===== config.mk =====
export PLATFORM = sky130hd
export DESIGN_NAME = vga_timing_gen
export DESIGN_NICKNAME = d
export VERILOG_FILES = /design/src/rtl/vga_timing_gen.sv
export SDC_FILE = /design/constraint.sdc
export NUM_CORES = 1
export LEC_CHECK = 0
export CORE_ASPECT_RATIO = 1.1
export CORE_UTILIZATION = 35
export CTS_CLUSTER_SIZE = 25
export DETAILED_ROUTE_END_ITERATION = 10
export SKIP_CTS_REPAIR_TIMING = 1
export SYNTH_ARGS = -nofsm -noshare
export SYNTH_HDL_FRONTEND = slang
export SYNTH_SLANG_ARGS = --single-unit

===== constraint.sdc =====
create_clock -name clk -period 5.55 [get_ports clk]
set_input_delay 1.3875 -clock clk [delete_from_list [all_inputs] [get_ports clk]]
set_output_delay 1.3875 -clock clk [all_outputs]
set_load 0.01 [all_outputs]

===== src/rtl/vga_timing_gen.sv =====
// VGA horizontal/vertical timing generator with parameterised regions and sync polarity.
// Latency: 1 clk from a pix_en edge to the new position on every registered output.
// Backpressure: pix_en=0 freezes the position and level outputs; strobes drop to 0.
//
// Ports:
//   clk, rst (async, active-low)  : clock and reset
//   pix_en                        : advance one pixel on this clk edge
//   h_sync, v_sync                : sync pulses at H_POL / V_POL asserted level
//   draw_active, pix_x, pix_y     : visible-area flag and 0-based active coordinates
//   line_start, frame_start,
//   draw_end, screen_end          : single-cycle position strobes
//   frame_cnt                     : 16-bit frame counter, only when FRAME_CNT_EN is defined
//
// Optional feature macro: FRAME_CNT_EN
module vga_timing_gen #(
    parameter int CW       = 11,
    parameter int H_ACTIVE = 800,
    parameter int H_FP     = 56,
    parameter int H_SYNC   = 120,
    parameter int H_BP     = 64,
    parameter int V_ACTIVE = 600,
    parameter int V_FP     = 37,
    parameter int V_SYNC   = 6,
    parameter int V_BP     = 23,
    parameter int H_POL    = 1,
    parameter int V_POL    = 1
) (
    input  logic          clk,
    input  logic          rst,
    input  logic          pix_en,
    output logic          h_sync,
    output logic          v_sync,
    output logic          draw_active,
    output logic [CW-1:0] pix_x,
    output logic [CW-1:0] pix_y,
    output logic          line_start,
    output logic          frame_start,
    output logic          draw_end,
    output logic          screen_end
`ifdef FRAME_CNT_EN
    ,
    output logic [15:0]   frame_cnt
`endif
);

    localparam int H_TOTAL = H_ACTIVE + H_FP + H_SYNC + H_BP;
    localparam int V_TOTAL = V_ACTIVE + V_FP + V_SYNC + V_BP;

    // Reject modes that cannot be represented or have empty regions.
    if (H_TOTAL > (1 << CW)) begin : g_chk_h_total
        $error("vga_timing_gen: H_TOTAL does not fit in CW bits");
    end
    if (V_TOTAL > (1 << CW)) begin : g_chk_v_total
        $error("vga_timing_gen: V_TOTAL does not fit in CW bits");
    end
    if (H_ACTIVE < 1 || H_FP < 1 || H_SYNC < 1 || H_BP < 1) begin : g_chk_h_regions
        $error("vga_timing_gen: every horizontal region must be at least 1");
    end
    if (V_ACTIVE < 1 || V_FP < 1 || V_SYNC < 1 || V_BP < 1) begin : g_chk_v_regions
        $error("vga_timing_gen: every vertical region must be at least 1");
    end

    localparam logic [CW-1:0] H_LAST     = CW'(H_TOTAL - 1);
    localparam logic [CW-1:0] V_LAST     = CW'(V_TOTAL - 1);
    localparam logic [CW-1:0] H_ACT      = CW'(H_ACTIVE);
    localparam logic [CW-1:0] V_ACT      = CW'(V_ACTIVE);
    localparam logic [CW-1:0] V_ACT_LAST = CW'(V_ACTIVE - 1);
    localparam logic [CW-1:0] HS_START   = CW'(H_ACTIVE + H_FP);
    localparam logic [CW-1:0] HS_END     = CW'(H_ACTIVE + H_FP + H_SYNC);
    localparam logic [CW-1:0] VS_START   = CW'(V_ACTIVE + V_FP);
    localparam logic [CW-1:0] VS_END     = CW'(V_ACTIVE + V_FP + V_SYNC);
    localparam logic          H_ON       = 1'(H_POL != 0);
    localparam logic          V_ON       = 1'(V_POL != 0);

    // Position counters
    logic [CW-1:0] h_q, h_d;
    logic [CW-1:0] v_q, v_d;

    // Registered outputs
    logic          h_sync_q, h_sync_d;
    logic          v_sync_q, v_sync_d;
    logic          draw_active_q, draw_active_d;
    logic [CW-1:0] pix_x_q, pix_x_d;
    logic [CW-1:0] pix_y_q, pix_y_d;
    logic          line_start_q, line_start_d;
    logic          frame_start_q, frame_start_d;
    logic          draw_end_q, draw_end_d;
    logic          screen_end_q, screen_end_d;

    // Next position
    always_comb begin
        h_d = h_q;
        v_d = v_q;
        if (pix_en) begin
            if (h_q == H_LAST) begin
                h_d = '0;
                if (v_q == V_LAST) begin
                    v_d = '0;
                end else begin
                    v_d = v_q + CW'(1);
                end
            end else begin
                h_d = h_q + CW'(1);
            end
        end
    end

    // Outputs are decoded from the next position only when the position moves.
    // Holding the registered values otherwise keeps the forced reset values
    // intact until the first advance, rather than decoding the parked
    // (H_TOTAL-1, V_TOTAL-1) reset position.
    always_comb begin
        h_sync_d      = h_sync_q;
        v_sync_d      = v_sync_q;
        draw_active_d = draw_active_q;
        pix_x_d       = pix_x_q;
        pix_y_d       = pix_y_q;
        line_start_d  = 1'b0;
        frame_start_d = 1'b0;
        draw_end_d    = 1'b0;
        screen_end_d  = 1'b0;
        if (pix_en) begin
            h_sync_d      = (h_d >= HS_START && h_d < HS_END) ? H_ON : ~H_ON;
            v_sync_d      = (v_d >= VS_START && v_d < VS_END) ? V_ON : ~V_ON;
            draw_active_d = (h_d < H_ACT) && (v_d < V_ACT);
            pix_x_d       = (h_d < H_ACT) ? h_d : '0;
            pix_y_d       = (v_d < V_ACT) ? v_d : V_ACT_LAST;
            line_start_d  = (h_d == '0);
            frame_start_d = (h_d == '0) && (v_d == '0);
            draw_end_d    = (h_d == H_LAST) && (v_d == V_ACT_LAST);
            screen_end_d  = (h_d == H_LAST) && (v_d == V_LAST);
        end
    end

    always_ff @(posedge clk or negedge rst) begin
        if (!rst) begin
            h_q           <= H_LAST;
            v_q           <= V_LAST;
            h_sync_q      <= ~H_ON;
            v_sync_q      <= ~V_ON;
            draw_active_q <= 1'b0;
            pix_x_q       <= '0;
            pix_y_q       <= '0;
            line_start_q  <= 1'b0;
            frame_start_q <= 1'b0;
            draw_end_q    <= 1'b0;
            screen_end_q  <= 1'b0;
        end else begin
            h_q           <= h_d;
            v_q           <= v_d;
            h_sync_q      <= h_sync_d;
            v_sync_q      <= v_sync_d;
            draw_active_q <= draw_active_d;
            pix_x_q       <= pix_x_d;
            pix_y_q       <= pix_y_d;
            line_start_q  <= line_start_d;
            frame_start_q <= frame_start_d;
            draw_end_q    <= draw_end_d;
            screen_end_q  <= screen_end_d;
        end
    end

    assign h_sync      = h_sync_q;
    assign v_sync      = v_sync_q;
    assign draw_active = draw_active_q;
    assign pix_x       = pix_x_q;
    assign pix_y       = pix_y_q;
    assign line_start  = line_start_q;
    assign frame_start = frame_start_q;
    assign draw_end    = draw_end_q;
    assign screen_end  = screen_end_q;

`ifdef FRAME_CNT_EN
    // The frame entered straight out of reset is frame 0, so the first
    // frame_start after reset only arms the counter.
    logic [15:0] frame_cnt_q, frame_cnt_d;
    logic        fs_seen_q, fs_seen_d;

    always_comb begin
        frame_cnt_d = frame_cnt_q;
        fs_seen_d   = fs_seen_q;
        if (frame_start_d) begin
            if (fs_seen_q) begin
                frame_cnt_d = frame_cnt_q + 16'd1;
            end else begin
                fs_seen_d = 1'b1;
            end
        end
    end

    always_ff @(posedge clk or negedge rst) begin
        if (!rst) begin
            frame_cnt_q <= '0;
            fs_seen_q   <= 1'b0;
        end else begin
            frame_cnt_q <= frame_cnt_d;
            fs_seen_q   <= fs_seen_d;
        end
    end

    assign frame_cnt = frame_cnt_q;
`endif

endmodule


==> results of run 1 <==
-- logic make-up (layout without fill, tap and decap cells) --
logic type	count (synthesis)	count (layout)
DFF	51	51
buffers and inverters	39	65
xor gates and xnor gates	16	16
muxes	1	1
and+or+nand+nor	134	134
AOI/OAI and AO/OA	64	64
adders and majority gates	3	3
-- path summary, 6_finish.rpt --
| kind | end | slack, ns | cells past startpoint |
|---|---|---|---|
| worst max-delay path | pix_x[4] | 1.57 | 9 |
| worst min-delay path | v_sync | 0.50 | 1 |
| worst max register to register | pix_y[8] | 2.41 | 8 |
| worst min register to register | v_sync | 0.50 | 1 |
| max in group asynchronous | v_q[1] | 3.93 | 2 |
| min in group asynchronous | h_q[6] | 1.17 | 2 |
-- state kept, by name (all words and copies together) (netlist names) --
signal	count
draw_active	1
draw_end	1
frame_start	1
h_q	11
h_sync	1
line_start	1
pix_x	11
pix_y	11
screen_end	1
v_q	11
v_sync	1
-- critical path, delay by kind of cell --
family	cells	cell delay, ns
buffers and inverters	2	1.03
AND/OR/NAND/NOR	3	0.74
AO/OA/AOI/OAI	4	1.04
-- layout by cell type (no fill, tap or decap), drive strengths merged, types with 4 or more instances in the layout --
cell and count:
clkdlybuf4s50 30, a31oi 9, inv 24, dfrtp 41, or2 4, nand2 23, nand4 7, nor2 23
a21oi 7, buf 4, dfstp 10, clkbuf 5, nor4 8, xnor2 6, o2bb2ai 5, xor2 10
o21ai 14, nor3 15, nand3 22, and4 5
-- report_power, final --
| group | total (mW) | internal, mW | switching (mW) | leakage, nW |
|---|---|---|---|---|
| registers | 0.477 | 0.420 | 0.0574 | 0.635 |
| logic | 0.194 | 0.0894 | 0.104 | 0.698 |
| clock network | 0.272 | 0.136 | 0.136 | 0.0548 |
-- routing by layer --
layer	vias up	track usage, %
met1	1198	24.2
met3	12	2.47
met2	73	31.8
met5	-	0
li1	1161	-
met4	0	5.71
-- through the flow --
step | cell area, sq um | util (%) | hold WS [ns] | setup slack, ns | total power, mW
floorplan | 2870 | - | 0.480 | 2.50 | 0.590
global placement | 3260 | 41.1 | 0.485 | 1.43 | 0.675
detailed placement | 3260 | 41.1 | 0.472 | 1.25 | 0.678
finish | 3370 | 42.6 | 0.496 | 1.57 | 0.943
global route | 3370 | 42.6 | 0.523 | 1.38 | 0.993
CTS | 3370 | 42.6 | 0.500 | 1.59 | 0.955
-- area by class of cell --
class	instances	share of cell area, %
clock buffers	5	2.04
clock inverters	3	1.37
inverters	23	2.56
multi-input cells	218	42.1
flip-flops and latches	51	38.2
well taps	108	4.01
repair buffers	34	9.73
==> key figures, run 1 <==
Status
  – Run status: complete, no violations

Worst setup path
  – Cell Chain, Critical Path: clkdlybuf4s50_1 > buf_4 > nand3_1 > o21a_1 > nor4_1 > a211oi_1 > a21oi_1 > nand3_1 > o2bb2ai_1
  – CP startpoint: pix_en
  – Maximum cell stage delay along the critical path: 0.70 ns
  – Worst EP required: 5.79 ns
  – Worst endpoint data arrival time: 4.22 ns
  – Beginning of the worst register-to-register path: h_q[0]
  – Kind of start point of the critical path: primary input
  – Critical path fanouts, max: 25
  – Master of the slowest instance on the critical path: sky130_fd_sc_hd__clkdlybuf4s50_1
  – Kind of critical path: primary input to flip-flop
  – Type of destination of the critical path: flip-flop
  – Most common cell type on the critical path: sky130_fd_sc_hd__nand3_1

Power
  – Leakage power: 1.39 nW
  – Ratio of total power to cell area: 280 nW/um^2
  – VDD IR max: 0.104 mV

Cells and area
  – Antenna diode instance count: 0
  – Fraction of layout instances using a drive strength above 1: 11.1%
  – Final #Nets: 339
  – Fill cell instance count of the final layout: 816
  – Area growth syn-to-layout: 17.6%
  – Footprint of the flip-flops and latches: 1290 sq um
  – Area occupied by multi-input gates: 1420 sq um
  – Post-route non-filler standard cell count: 442

Worst hold path
  – Worst min-delay path class: flip-flop to flip-flop
  – Beginning of the worst hold path: v_sync

Global routing
  – Total GRT Usage: 18.7%
  – Via count of the first global-routing pass: 2464
  – First-pass GRT wire length: 12400 um
  – Initial antenna violation count: 0
  – Overflow after GRT: 0
  – Pin count of the biggest net entering global routing: 52

Place
  – Cell count after placement: 434
  – Final weighted congestion in routability-driven placement: 0.866
  – HPWL after detailed placement: 5270 um
  – Buffers on Ports: 31

Timing
  – Worst-case clock skew: 0.0165 ns
  – Max Freq: 251 MHz
  – Final setup violation count: 0
  – Setup repair after global routing missed its margin: no
  – Final Max Tran Viols: 0
  – Crit path time final: 3.98 ns
  – Ratio of final minimum period to clock period: 71.8%
  – Transition time at the pin with the least slew margin: 0.651 ns
  – Setup TNS after final layout: 0 ns
  – Max-Slew Margin vs Limit: 56.6%
  – Fin. Hold Viols: 0

CTS
  – TritonCTS clock tree: yes
  – Clock slew at reported path FFs: 0.10 ns
  – Number of H-tree levels: 2
  – Clock Tree Buf Depth: 2
  – Clock sink count: 51
  – Number of CTS-inserted buffers: 5
  – Root Buffer Master: sky130_fd_sc_hd__clkbuf_8
  – Worst-Skew Late Latency: 0.32 ns

Logic synthesis
  – Net count of the mapped netlist: 314
  – Number of synthesis warnings: 0
  – Area of the mapped netlist: 2870 sq um
  – Number of enable flip-flop cells after synthesis: 0
  – Cell count after synthesis: 308
  – Synth Area per Inst: 9.30 sq um
  – Area fraction of the dominant cell type after synthesis: 35.8%
  – Yosys top cell by area: sky130_fd_sc_hd__dfrtp_1
  – Post-synth top flop: sky130_fd_sc_hd__dfrtp_1
  – Flip-flop and latch count after synthesis: 51
  – Simple-gate share of the synthesized area: 26.8%
  – Top cells by area in the synthesized netlist: sky130_fd_sc_hd__dfrtp_1, sky130_fd_sc_hd__dfstp_2, sky130_fd_sc_hd__nand3_1, sky130_fd_sc_hd__xor2_1, sky130_fd_sc_hd__inv_1
  – Xor and xnor area share after synthesis: 4.89%
  – Dominant cell by count in the synthesized netlist: sky130_fd_sc_hd__dfrtp_1
  – Number of unique standard cell types used by synthesis: 57
  – Combinational family with the most area after synthesis: simple AND/OR/NAND/NOR gates
  – Area fraction in compound gates after synthesis: 16.1%
  – Leading post-synthesis cells by instance count: sky130_fd_sc_hd__dfrtp_1, sky130_fd_sc_hd__inv_1, sky130_fd_sc_hd__nand2_1
  – Area share of fa/ha/maj cells after synthesis: 1.31%
  – Share of the yosys chip area belonging to registers: 45.0%
  – Fraction of synthesized area in multiplexers: 0.393%
  – Async set or reset register ratio after synthesis: 100%

Drt
  – Routed met1 length: 3250 um
  – Via Count: 2444
  – Antenna-violating nets left: 0
  – Sum of met3 wire segment lengths after detailed routing: 301 um
  – Iteration-0 DRC Markers: 195
  – Highest metal layer with signal wires: met4
  – Via/cell ratio: 5.53
  – Detailed Routing Iterations Pass 1: 4
  – Avg WL per Cell: 16.7 um
  – Detailed-route DRC error count: 0
  – Wire length reported by the detailed router: 7370 um
  – Routed met2 length: 3670 um

Die
  – Area of the die: 8550 sq um
  – Die span in x: 88.3 um
  – Die extent in y: 96.9 um
  – Placeable core region: 7910 sq um
  – Starting Density: 36.2%
  – Top Ports: 32
  – Placement Rows: 34

Job
  – Max-Cap Viols: 0
No activity file was read; power rests on OpenSTA's default activity.
==> run 2, diff against run 1 <==
Clock period 5.55 ns to 3.52 ns, I/O delays scaled along.
==> key figures, run 2 (synthesis gave the netlist of run 1 again) <==
Drt
  – Detailed Routing Iterations Pass 1: 4
  – Via Count: 2452
  – Via/cell ratio: 5.40
  – Iteration-0 DRC Markers: 86
  – Wire length reported by the detailed router: 7410 um
  – Antenna-violating nets left: 0
  – Detailed-route DRC error count: 0
  – Avg WL per Cell: 16.3 um

Worst setup path
  – Worst EP required: 3.72 ns
  – Critical path fanouts, max: 7
  – Beginning of the worst register-to-register path: v_q[0]
  – Type of destination of the critical path: flip-flop
  – Cell Chain, Critical Path: clkdlybuf4s50_1 > nand4_1 > o31a_1 > nor4_1 > nand4b_1 > nor4b_2 > nand4_1 > nor4_2
  – Master of the slowest instance on the critical path: sky130_fd_sc_hd__clkdlybuf4s50_1
  – Kind of critical path: primary input to flip-flop
  – Worst endpoint data arrival time: 3.31 ns
  – Instance count on the critical path: 8
  – Kind of start point of the critical path: primary input
  – Register-to-Register Path Depth: 8
  – Crit path buf inv count: 1
  – Crit path max-delay family: simple AND/OR/NAND/NOR gates
  – Most common cell type on the critical path: sky130_fd_sc_hd__nand4_1
  – CP startpoint: pix_en
  – Maximum cell stage delay along the critical path: 0.59 ns

CTS
  – Worst-Skew Late Latency: 0.30 ns
  – Root Buffer Master: sky130_fd_sc_hd__clkbuf_8
  – Clock slew at reported path FFs: 0.09 ns
  – TritonCTS clock tree: yes
  – Number of CTS-inserted buffers: 5
  – Clock sink count: 51
  – Clock Tree Buf Depth: 2
  – Number of H-tree levels: 2

Die
  – Placeable core region: 7910 sq um
  – Die extent in y: 96.9 um
  – Top Ports: 32
  – Starting Density: 36.2%
  – Area of the die: 8550 sq um
  – Die span in x: 88.3 um
  – Placement Rows: 34

Timing
  – Transition time at the pin with the least slew margin: 0.806 ns
  – Final worst hold slack: 0.487 ns
  – Worst-case clock skew: 0.00586 ns
  – Max Freq: 322 MHz
  – Final Max Tran Viols: 0
  – Setup repair after global routing missed its margin: no
  – Final setup violation count: 0
  – Max-Slew Margin vs Limit: 46.2%
  – Setup TNS after final layout: 0 ns
  – Ratio of final minimum period to clock period: 88.2%
  – Crit path time final: 3.11 ns
  – Fin. Hold Viols: 0

Place
  – Buffers on Ports: 31
  – HPWL after detailed placement: 5570 um
  – Standard cell area after detailed placement: 3350 sq um
  – Final weighted congestion in routability-driven placement: 0.868
  – Cell count after placement: 446

Job
  – Max-Cap Viols: 0

Cells and area
  – Fill cell instance count of the final layout: 817
  – Most common library cell in the layout ignoring fill and taps: sky130_fd_sc_hd__dfrtp_1
  – Final #Nets: 351
  – Post-route design area: 3430 sq um
  – Leading cell types in the layout, fill and taps excluded: sky130_fd_sc_hd__dfrtp_1, sky130_fd_sc_hd__clkdlybuf4s50_1, sky130_fd_sc_hd__inv_1, sky130_fd_sc_hd__nand2_1
  – Area growth syn-to-layout: 19.8%
  – Post-route non-filler standard cell count: 454
  – Fraction of layout instances using a drive strength above 1: 13.9%
  – Antenna diode instance count: 0

Power
  – VDD IR max: 0.152 mV
  – Total Power Consumption: 1.41 mW
  – Leakage power: 1.43 nW
  – Ratio of total power to cell area: 410 nW/um^2

Global routing
  – First-pass GRT wire length: 12600 um
  – Pin count of the biggest net entering global routing: 34
  – Overflow after GRT: 0
  – Via count of the first global-routing pass: 2490
  – Initial antenna violation count: 0
  – Total GRT Usage: 18.9%

Worst hold path
  – Worst min-delay path class: flip-flop to flip-flop
  – Beginning of the worst hold path: h_sync
  – Number of cells on the worst hold path: 2

Status
  – Run status: complete, no violations
[run 2: layout make-up]
cell class                 count  area [sq um]  area share, %
clock buffer                   6          72.6           2.11
clock inverter                 2          13.8          0.401
inverter                      23          86.3           2.52
multi-input combinational    218          1420           41.3
sequential                    51          1290           37.6
tap                          108           135           3.94
timing repair buffer          46           418           12.2
[run 2: per-stage QoR]
step / setup slack (ns) / util (%)
2_1_floorplan: 0.907 / -
3_3_place_gp: 0.0984 / 42.3
3_5_place_dp: 0.0925 / 42.3
4_1_cts: 0.421 / 43.4
5_1_grt: 0.122 / 43.4
6_report: 0.414 / 43.4
[run 2: power by group]
part	internal [mW]	switching [mW]	total (mW)
logic	0.152	0.166	0.318
registers	0.661	0.0844	0.746
clock network	0.141	0.201	0.342
[run 2: worst paths after layout]
path / to / slack, ns
max reg2reg: screen_end / 0.52
max in group asynchronous: h_q[2] / 2.15
min: h_sync / 0.49
min reg2reg: h_sync / 0.49
max: screen_end / 0.41
min in group asynchronous: pix_x[4] / 0.65
[run 2: tightest hold or removal path: stages, from the launching register on]
cell and delay, ns:
sky130_fd_sc_hd__dfrtp_1 0.35, sky130_fd_sc_hd__nand2_1 0.06, sky130_fd_sc_hd__o41ai_1 0.05
[run 2: metal layers]
| layer | GRT usage (%) | vias up | wire, um |
|---|---|---|---|
| met5 | 0 | - | 0 |
| met4 | 10.8 | 0 | 340 |
| met3 | 2.99 | 21 | 283 |
| met2 | 28.8 | 71 | 3520 |
| met1 | 25.1 | 1170 | 3270 |
| li1 | - | 1190 | - |
==> run 3, diff against run 2 <==
Settings changed: CORE_ASPECT_RATIO 1.1 to 1.25.
==> key figures, run 3 (synthesis gave the netlist of run 1 again) <==
Worst setup path
  – Critical path fanouts, max: 6
  – Beginning of the worst register-to-register path: v_q[0]
  – Master of the slowest instance on the critical path: sky130_fd_sc_hd__clkdlybuf4s50_1
  – Worst R2R Setup Slack: 0.50 ns
  – Capture point of the worst path: frame_start
  – Crit path max-delay family: simple AND/OR/NAND/NOR gates
  – Crit path buf inv count: 2
  – Worst EP required: 3.73 ns
  – Register-to-Register Path Depth: 8
  – CP startpoint: pix_en
  – Type of destination of the critical path: flip-flop
  – Most common cell type on the critical path: sky130_fd_sc_hd__nor4_1
  – Cell Chain, Critical Path: clkdlybuf4s50_1 > nand4_1 > buf_4 > o21a_1 > nor4_1 > nand4b_1 > or3_1 > nor4_1
  – Worst endpoint data arrival time: 3.25 ns
  – Kind of critical path: primary input to flip-flop
  – Instance count on the critical path: 8
  – Kind of start point of the critical path: primary input
  – Capture point of the worst reg-to-reg path: pix_y[5]
  – Maximum cell stage delay along the critical path: 0.57 ns

Cells and area
  – Fill cell instance count of the final layout: 791
  – Fraction of layout instances using a drive strength above 1: 14.2%
  – Most common library cell in the layout ignoring fill and taps: sky130_fd_sc_hd__dfrtp_1
  – Area occupied by multi-input gates: 1420 sq um
  – Final #Nets: 351
  – Footprint of the flip-flops and latches: 1290 sq um
  – Antenna diode instance count: 0
  – Post-route non-filler standard cell count: 441
  – Area growth syn-to-layout: 20.2%
  – Leading cell types in the layout, fill and taps excluded: sky130_fd_sc_hd__dfrtp_1, sky130_fd_sc_hd__clkdlybuf4s50_1, sky130_fd_sc_hd__inv_1, sky130_fd_sc_hd__nand2_1

Drt
  – Via/cell ratio: 5.62
  – Avg WL per Cell: 17.3 um
  – Detailed-route DRC error count: 0
  – Detailed Routing Iterations Pass 1: 4
  – Via Count: 2479
  – Antenna-violating nets left: 0
  – Iteration-0 DRC Markers: 151
  – Wire length reported by the detailed router: 7610 um

Timing
  – Worst-case clock skew: 0.0137 ns
  – Max-Slew Margin vs Limit: 63.0%
  – Max Freq: 329 MHz
  – Crit path time final: 3.04 ns
  – Transition time at the pin with the least slew margin: 0.555 ns
  – Setup TNS after final layout: 0 ns
  – Final worst hold slack: 0.458 ns
  – Final setup violation count: 0
  – Setup repair after global routing missed its margin: no
  – Final Max Tran Viols: 0
  – Ratio of final minimum period to clock period: 86.4%
  – Fin. Hold Viols: 0

Place
  – HPWL after detailed placement: 5670 um
  – Cell count after placement: 433
  – Buffers on Ports: 31
  – Final weighted congestion in routability-driven placement: 0.904

Power
  – Leakage power: 1.44 nW
  – Switching part of the total power: 31.6%
  – Share of power burned in combinational logic: 21.1%
  – Total internal power: 1.03 mW
  – VDD IR max: 0.236 mV
  – Portion of total power attributed to sequential cells: 49.8%
  – Ratio of total power to cell area: 437 nW/um^2
  – Relative contribution of the clock network to total power: 29.0%
  – Switching Power: 475 uW

Global routing
  – Busiest layer in global routing: met2
  – Pin count of the biggest net entering global routing: 28
  – Overflow after GRT: 0
  – Initial antenna violation count: 0
  – Total GRT Usage: 19.4%
  – GR Layer Usage met3: 2.48%
  – Via count of the first global-routing pass: 2496
  – First-pass GRT wire length: 13000 um
  – Grt met1 use: 24.4%
  – Met2 routing resource usage after global routing: 32.6%

Worst hold path
  – Worst min-delay path class: primary input to asynchronous set/reset pin

CTS
  – Clock slew at reported path FFs: 0.10 ns
  – Number of H-tree levels: 2
  – Clock Tree Buf Depth: 2
  – TritonCTS clock tree: yes
  – Worst-Skew Late Latency: 0.32 ns
  – Root Buffer Master: sky130_fd_sc_hd__clkbuf_8
  – Number of CTS-inserted buffers: 5
  – Clock sink count: 51

Die
  – Top Ports: 32
  – Area of the die: 8550 sq um
  – Starting Density: 36.3%
  – Placement Rows: 36
  – Die extent in y: 103 um
  – Placeable core region: 7880 sq um
  – Die span in x: 82.9 um

Status
  – Run status: complete, no violations

Job
  – Max-Cap Viols: 0
## run 3: metrics by stage
stage / setup slack (ns) / total power [mW] / instance area, sq um / util [%]
floorplan: 0.907 / 0.931 / 2870 / -
global placement: 0.228 / 1.09 / 3330 / 42.2
detailed placement: 0.154 / 1.08 / 3330 / 42.2
CTS: 0.479 / 1.52 / 3440 / 43.7
global route: 0.229 / 1.59 / 3440 / 43.7
finish: 0.479 / 1.50 / 3440 / 43.7
## run 3: worst min path at each step
stage / from / end / slack [ns]
CTS: rst / pix_x[4] / 0.46
floorplan: v_q[10] / v_q[10] / 0.48
global route: rst / pix_x[4] / 0.48
finish: rst / pix_x[4] / 0.46
global placement: pix_x[4] / pix_x[4] / 0.47
detailed placement: h_sync / h_sync / 0.48
## run 3: worst register-to-register path, cell delays in order (launching register included)
cell,delay [ns]
sky130_fd_sc_hd__dfstp_2,0.60
sky130_fd_sc_hd__ha_1,0.27
sky130_fd_sc_hd__nand3_1,0.22
sky130_fd_sc_hd__or4_1,0.62
sky130_fd_sc_hd__o22a_1,0.24
sky130_fd_sc_hd__o211a_1,0.23
sky130_fd_sc_hd__o21bai_1,0.36
sky130_fd_sc_hd__nor2_4,0.13
sky130_fd_sc_hd__a32o_1,0.24
## run 3: layout make-up
cell class / instances / area share, %
Tap cell: 95 / 3.45
Clock buffer: 5 / 2.00
Inverter: 23 / 2.51
Timing Repair Buffer: 46 / 12.1
Multi-Input combinational cell: 218 / 41.2
Clock inverter: 3 / 1.34
Sequential cell: 51 / 37.4
## run 3: power by group through the flow
stage | Combinational, mW | Clock [mW] | Sequential [mW]
5_1_grt | 0.358 | 0.470 | 0.765
6_report | 0.318 | 0.437 | 0.750
3_5_place_dp | 0.322 | 0 | 0.762
3_3_place_gp | 0.322 | 0 | 0.763
2_1_floorplan | 0.218 | 0 | 0.713
4_1_cts | 0.324 | 0.447 | 0.750
## run 3: layer usage
layer,wire [um],vias to the layer above
met5,0,-
met1,3230,1205
met4,290,0
met3,242,20
li1,-,1197
met2,3840,57
==> patch 1: new RTL, flow settings as in run 2 <==
`H_FP`: 56 -> 28.
--- a/src/rtl/vga_timing_gen.sv
+++ b/src/rtl/vga_timing_gen.sv
@@ -15,7 +15,7 @@
 module vga_timing_gen #(
     parameter int CW       = 11,
     parameter int H_ACTIVE = 800,
-    parameter int H_FP     = 56,
+    parameter int H_FP     = 28,
     parameter int H_SYNC   = 120,
     parameter int H_BP     = 64,
     parameter int V_ACTIVE = 600,
Formal check against the unedited RTL: no difference found for any inputs over 10 cycles, from zero or initial values and one cycle with rst low; that may be too few to reach the edited logic, so the function may still have changed.
==> patch 1 against run 2 <==
- sequential cell count unchanged
- area after synthesis rose by 6.9%
- sequential power grew 2%
- count of clock-buffer cells in the layout is 1 lower
- power increased by 15%
- die area up 6.7%
- register-to-register slack worse by 0.24 ns
- cell area grew 6.6%
- wire length is 20% higher
- critical endpoint is now draw_end$_DFF_PN0_
- worst setup slack lost 0.18 ns
- global-route usage grew 1.4 points
- largest power group unchanged
- highest routed layer unchanged
==> patch 1: results <==
{
  "detail_route.iter0.violations": 350,
  "place.gp.congestion": 1.04,
  "placed_cell_area_um2": 3560,
  "ys_seq_area_share_pct": 42.2,
  "dr.pass1.iters": 5,
  "cpPeakStageDelay_ns": 0.49,
  "min_path_type": "in -> async",
  "grt_first_pass_wirelength_um": 14500,
  "peakVddDrop_v": 0.000222,
  "setup_viol": 0,
  "grt_use_met3_pct": 3.64,
  "cts_root_buf": "clkbuf_8",
  "critPathMaxFanout": 26,
  "hpwlAfterDp_um": 6490,
  "clock_skew_ns": 0.0157,
  "max-slew-margin-rel_pct": 58.7,
  "clkSlewWorstSetupHoldPaths_ns": 0.12,
  "async_reset_ff_share_pct": 100,
  "antenna_found_initial": 0,
  "crit_slowest_cell": "clkdlybuf4s50_1",
  "tritoncts.num_buffers": 5,
  "route.vias.total": 2822,
  "reg2regPathDepth": 9,
  "p_sw_share_pct": 36.2,
  "grtUsageMet2_pct": 30.9,
  "layout-drive-gt1-share_pct": 15.9,
  "clock_path_buffers": 2,
  "nFillCells": 822,
  "ys.flop_type": "dfrtp_1",
  "start_util_pct": 36.2,
  "track_usage_pct": 20.3,
  "cp_top_family": "simple AND/OR/NAND/NOR gates",
  "syn_nets": 339,
  "grt_max_degree": 36,
  "p_leak_uw": 0.00143,
  "synthTopCellsByCount": "nand2_1, dfrtp_1, nor2_1",
  "h-tree-depth": 2,
  "ys_types": 64,
  "grt_util_met1_pct": 28.3,
  "detail_route.wl_per_cell_um": 18.4,
  "worstSkewPairLatency_ns": 0.32,
  "io_buffers": 31,
  "final_nets": 377,
  "status": "finished, final reports clean",
  "grt_pass1_vias": 2732,
  "arrival_ns": 3.47,
  "synth.area.top_cells": "dfrtp_1, dfstp_2, nand2_1",
  "yosysWarnings": 0,
  "diodes": 0
}
-- patch 1: changes by cell type in the layout (fill, tap and decap cells not counted), sizes merged, moves of 5 or more --
cell and change:
o2bb2ai +9, nor3 -7, xor2 -6, nand3 -11, buf +6, nand2 +19, a21oi +5, nand4 +8
inv -9
-- patch 1: stage by stage --
stage               utilization, %  power (uW)  setup TNS (ns)  setup slack [ns]  instances
global placement              42.1        1240          -0.353            -0.193        475
detailed placement            42.1        1230          -0.267            -0.156        475
CTS                           43.2        1620               0             0.200        483
global route                  43.3        1700               0             0.166        483
floorplan                        -        1060               0             0.794        333
finish                        43.3        1620               0             0.239        483
-- patch 1: worst paths after layout --
kind / from / slack (ns) / endpoint
worst max register to register: v_q[0]$_DFF_PN1_ / 0.28 / draw_end$_DFF_PN0_
worst min-delay path: rst / 0.46 / pix_x[5]$_DFFE_PN0P_
worst min register to register: pix_x[8]$_DFFE_PN0P_ / 0.50 / pix_x[8]$_DFFE_PN0P_
min in group clk: pix_x[8]$_DFFE_PN0P_ / 0.50 / pix_x[8]$_DFFE_PN0P_
max in group asynchronous: rst / 2.22 / v_q[7]$_DFF_PN1_
worst max-delay path: pix_en / 0.24 / draw_end$_DFF_PN0_
-- patch 1: routing by layer --
metal,up-vias,wire [um]
met4,0,252
met5,-,0
met3,21,501
met1,1362,4130
met2,120,4000
li1,1319,-
-- patch 1: power groups by stage --
stage	clock network (uW)	registers, uW	logic, uW
after global placement	0	770	472
after global routing	414	769	517
after CTS	389	757	471
after floorplan	0	733	330
after detailed placement	0	766	468
final	381	760	475
-- patch 1: final cells by class --
class / instances / share of cell area (%)
flip-flops and latches: 51 / 35.3
multi-input cells: 248 / 44.2
inverters: 13 / 1.33
repair buffers: 52 / 12.7
clock buffers: 5 / 1.88
well taps: 111 / 3.80
clock inverters: 3 / 0.753
-- patch 1: cells by family after synthesis --
kind of cell	Yosys count	share of synthesized area (%)
AOI/OAI and AO/OA	84	20.5
xor gates and xnor gates	13	3.72
adders and majority gates	3	1.23
buffers and inverters	34	5.07
DFF	51	42.2
muxes	3	1.02
and+or+nand+nor	145	26.2
==> patch 2: new RTL, config.mk and constraints of run 2 <==
Without the edit above. Register the output `pix_y` once more, with the module's reset; this adds one clock of latency there. The other outputs are not delayed to match.
--- a/src/rtl/vga_timing_gen.sv
+++ b/src/rtl/vga_timing_gen.sv
@@ -164,7 +164,13 @@
     assign v_sync      = v_sync_q;
     assign draw_active = draw_active_q;
     assign pix_x       = pix_x_q;
-    assign pix_y       = pix_y_q;
+    always_ff @(posedge clk or negedge rst) begin
+        if (!rst) begin
+            pix_y <= '0;
+        end else begin
+            pix_y <= pix_y_q;
+        end
+    end
     assign line_start  = line_start_q;
     assign frame_start = frame_start_q;
     assign draw_end    = draw_end_q;
Behaviour: same outputs for any inputs over 10 cycles, from zero or initial values and one cycle with rst low; that may be too few to reach the edited logic, so the function may still have changed.
==> patch 2 against run 2 <==
- non-clock buffer count increased by 2
- power increased by 31%
- critical path depth unchanged
- sequential cell count increased by 11
- area after synthesis increased by 6.9%
- worst setup slack improved by 0.0047 ns
- cell area increased by 9.4%
- wire length increased by 7.3%
- global-route usage about the same
- critical endpoint unchanged
==> patch 2: results <==
{
  "status": "finished, final reports clean",
  "critPathMaxFanout": 7,
  "cts_root_buf": "clkbuf_8",
  "worstSkewPairLatency_ns": 0.35,
  "drt_wl_total_um": 7950,
  "synthTopCellsByCount": "dfrtp_1, nor2_1, nand2_1",
  "p_int_uw": 1260,
  "clock_skew_ns": 0.00982,
  "nFillCells": 822,
  "diodes": 0,
  "arrival_ns": 3.39,
  "route.vias.total": 2518,
  "clock_path_buffers": 2,
  "layout-drive-gt1-share_pct": 15.4,
  "grt_first_pass_wirelength_um": 13000,
  "p_leak_uw": 0.00160,
  "grt_max_degree": 43,
  "ys_types": 54,
  "detail_route.iter0.violations": 161,
  "track_usage_pct": 18.9,
  "async_reset_ff_share_pct": 100,
  "io_buffers": 31,
  "syn_nets": 307,
  "final_nets": 351,
  "ys_seq_area_share_pct": 51.0,
  "place.gp.congestion": 0.902,
  "antenna_found_initial": 0,
  "dr.pass1.iters": 4,
  "synth.area.top_cells": "dfrtp_1, dfstp_2, nor2_1",
  "min_path_type": "reg -> reg",
  "synth_top_cell_area_share_pct": 42.5,
  "yosysWarnings": 0,
  "h-tree-depth": 3,
  "tritoncts.num_buffers": 9,
  "hpwlAfterDp_um": 5920,
  "clkSlewWorstSetupHoldPaths_ns": 0.07,
  "worst_pin_slew_ns": 0.645,
  "peakVddDrop_v": 0.000252
}
==> patch 2: changes by cell type in the layout (fill, tap and decap cells not counted), sizes merged, moves of 5 or more <==
cell / delta
dfrtp: +11
nor3: -9
o21ai: -9
clkbuf: +6
nand3: -6
nor2: +6
nor4: -6
and4: +5
inv: -5
o211ai: +5
==> patch 2: cells by family after synthesis <==
group / count (synthesis) / synth area share, %
AOI/OAI and AO/OA: 64 / 16.2
xor gates and xnor gates: 15 / 4.29
adders and majority gates: 3 / 1.23
buffers and inverters: 33 / 4.16
DFF: 62 / 51.0
muxes: 2 / 0.694
and+or+nand+nor: 122 / 22.4
==> patch 2: final timing paths <==
check                                   startpoint                    to  cells past startpoint  slack (ns)
setup reg to reg                  h_q[6]$_DFF_PN0_  screen_end$_DFF_PN0_                      7        0.51
max in group asynchronous                      rst      v_q[4]$_DFF_PN1_                      2        2.12
setup / recovery                            pix_en  screen_end$_DFF_PN0_                      8        0.42
hold / removal             pix_y_q[10]$_DFFE_PN0P_   pix_y[10]$_DFF_PN0_                      0        0.38
hold reg to reg            pix_y_q[10]$_DFFE_PN0P_   pix_y[10]$_DFF_PN0_                      0        0.38
min in group asynchronous                      rst  pix_x[8]$_DFFE_PN0P_                      1        0.49
==> patch 2: critical path, cell delays in order <==
cell,delay [ns]
clkdlybuf4s50_1,0.51
and4_1,0.29
nand3_1,0.27
o31ai_1,0.39
and2_1,0.23
nand4_1,0.17
nor4b_1,0.42
and4_1,0.24
==> patch 2: area by class of cell <==
class                           instances  share of cell area [%]
Inverter                               18                    1.80
Sequential cell                        62                    41.7
Tap cell                              111                    3.70
Clock buffer                           12                    3.87
Clock inverter                          4                   0.867
Multi-Input combinational cell        206                    36.6
Timing Repair Buffer                   48                    11.5
==> patch 2: stage by stage <==
step           cell area, um^2  total power, uW  setup slack, ns  utilization [%]  instances
6_report                  3750             1840            0.419             44.4        461
5_1_grt                   3750             1950            0.223             44.4        461
4_1_cts                   3750             1860            0.461             44.4        461
3_5_place_dp              3580             1290            0.133             42.3        445
3_3_place_gp              3580             1290            0.139             42.3        445
2_1_floorplan             3060             1120            0.536                -        301
==> patch 2: layer usage <==
metal | global-route usage [%] | share of wire, %
met1 | 24.6 | 46
met5 | 0 | 0
met2 | 30.6 | 48
met4 | 8.67 | 2.1
met3 | 3.64 | 3.8
==> patch 2: power groups by stage <==
stage                     Combinational (uW)  Sequential (uW)  Clock [uW]
after floorplan                          242              881           0
after CTS                                381              900         582
after global routing                     417              915         614
final                                    376              901         567
after detailed placement                 379              911           0
after global placement                   375              914           0
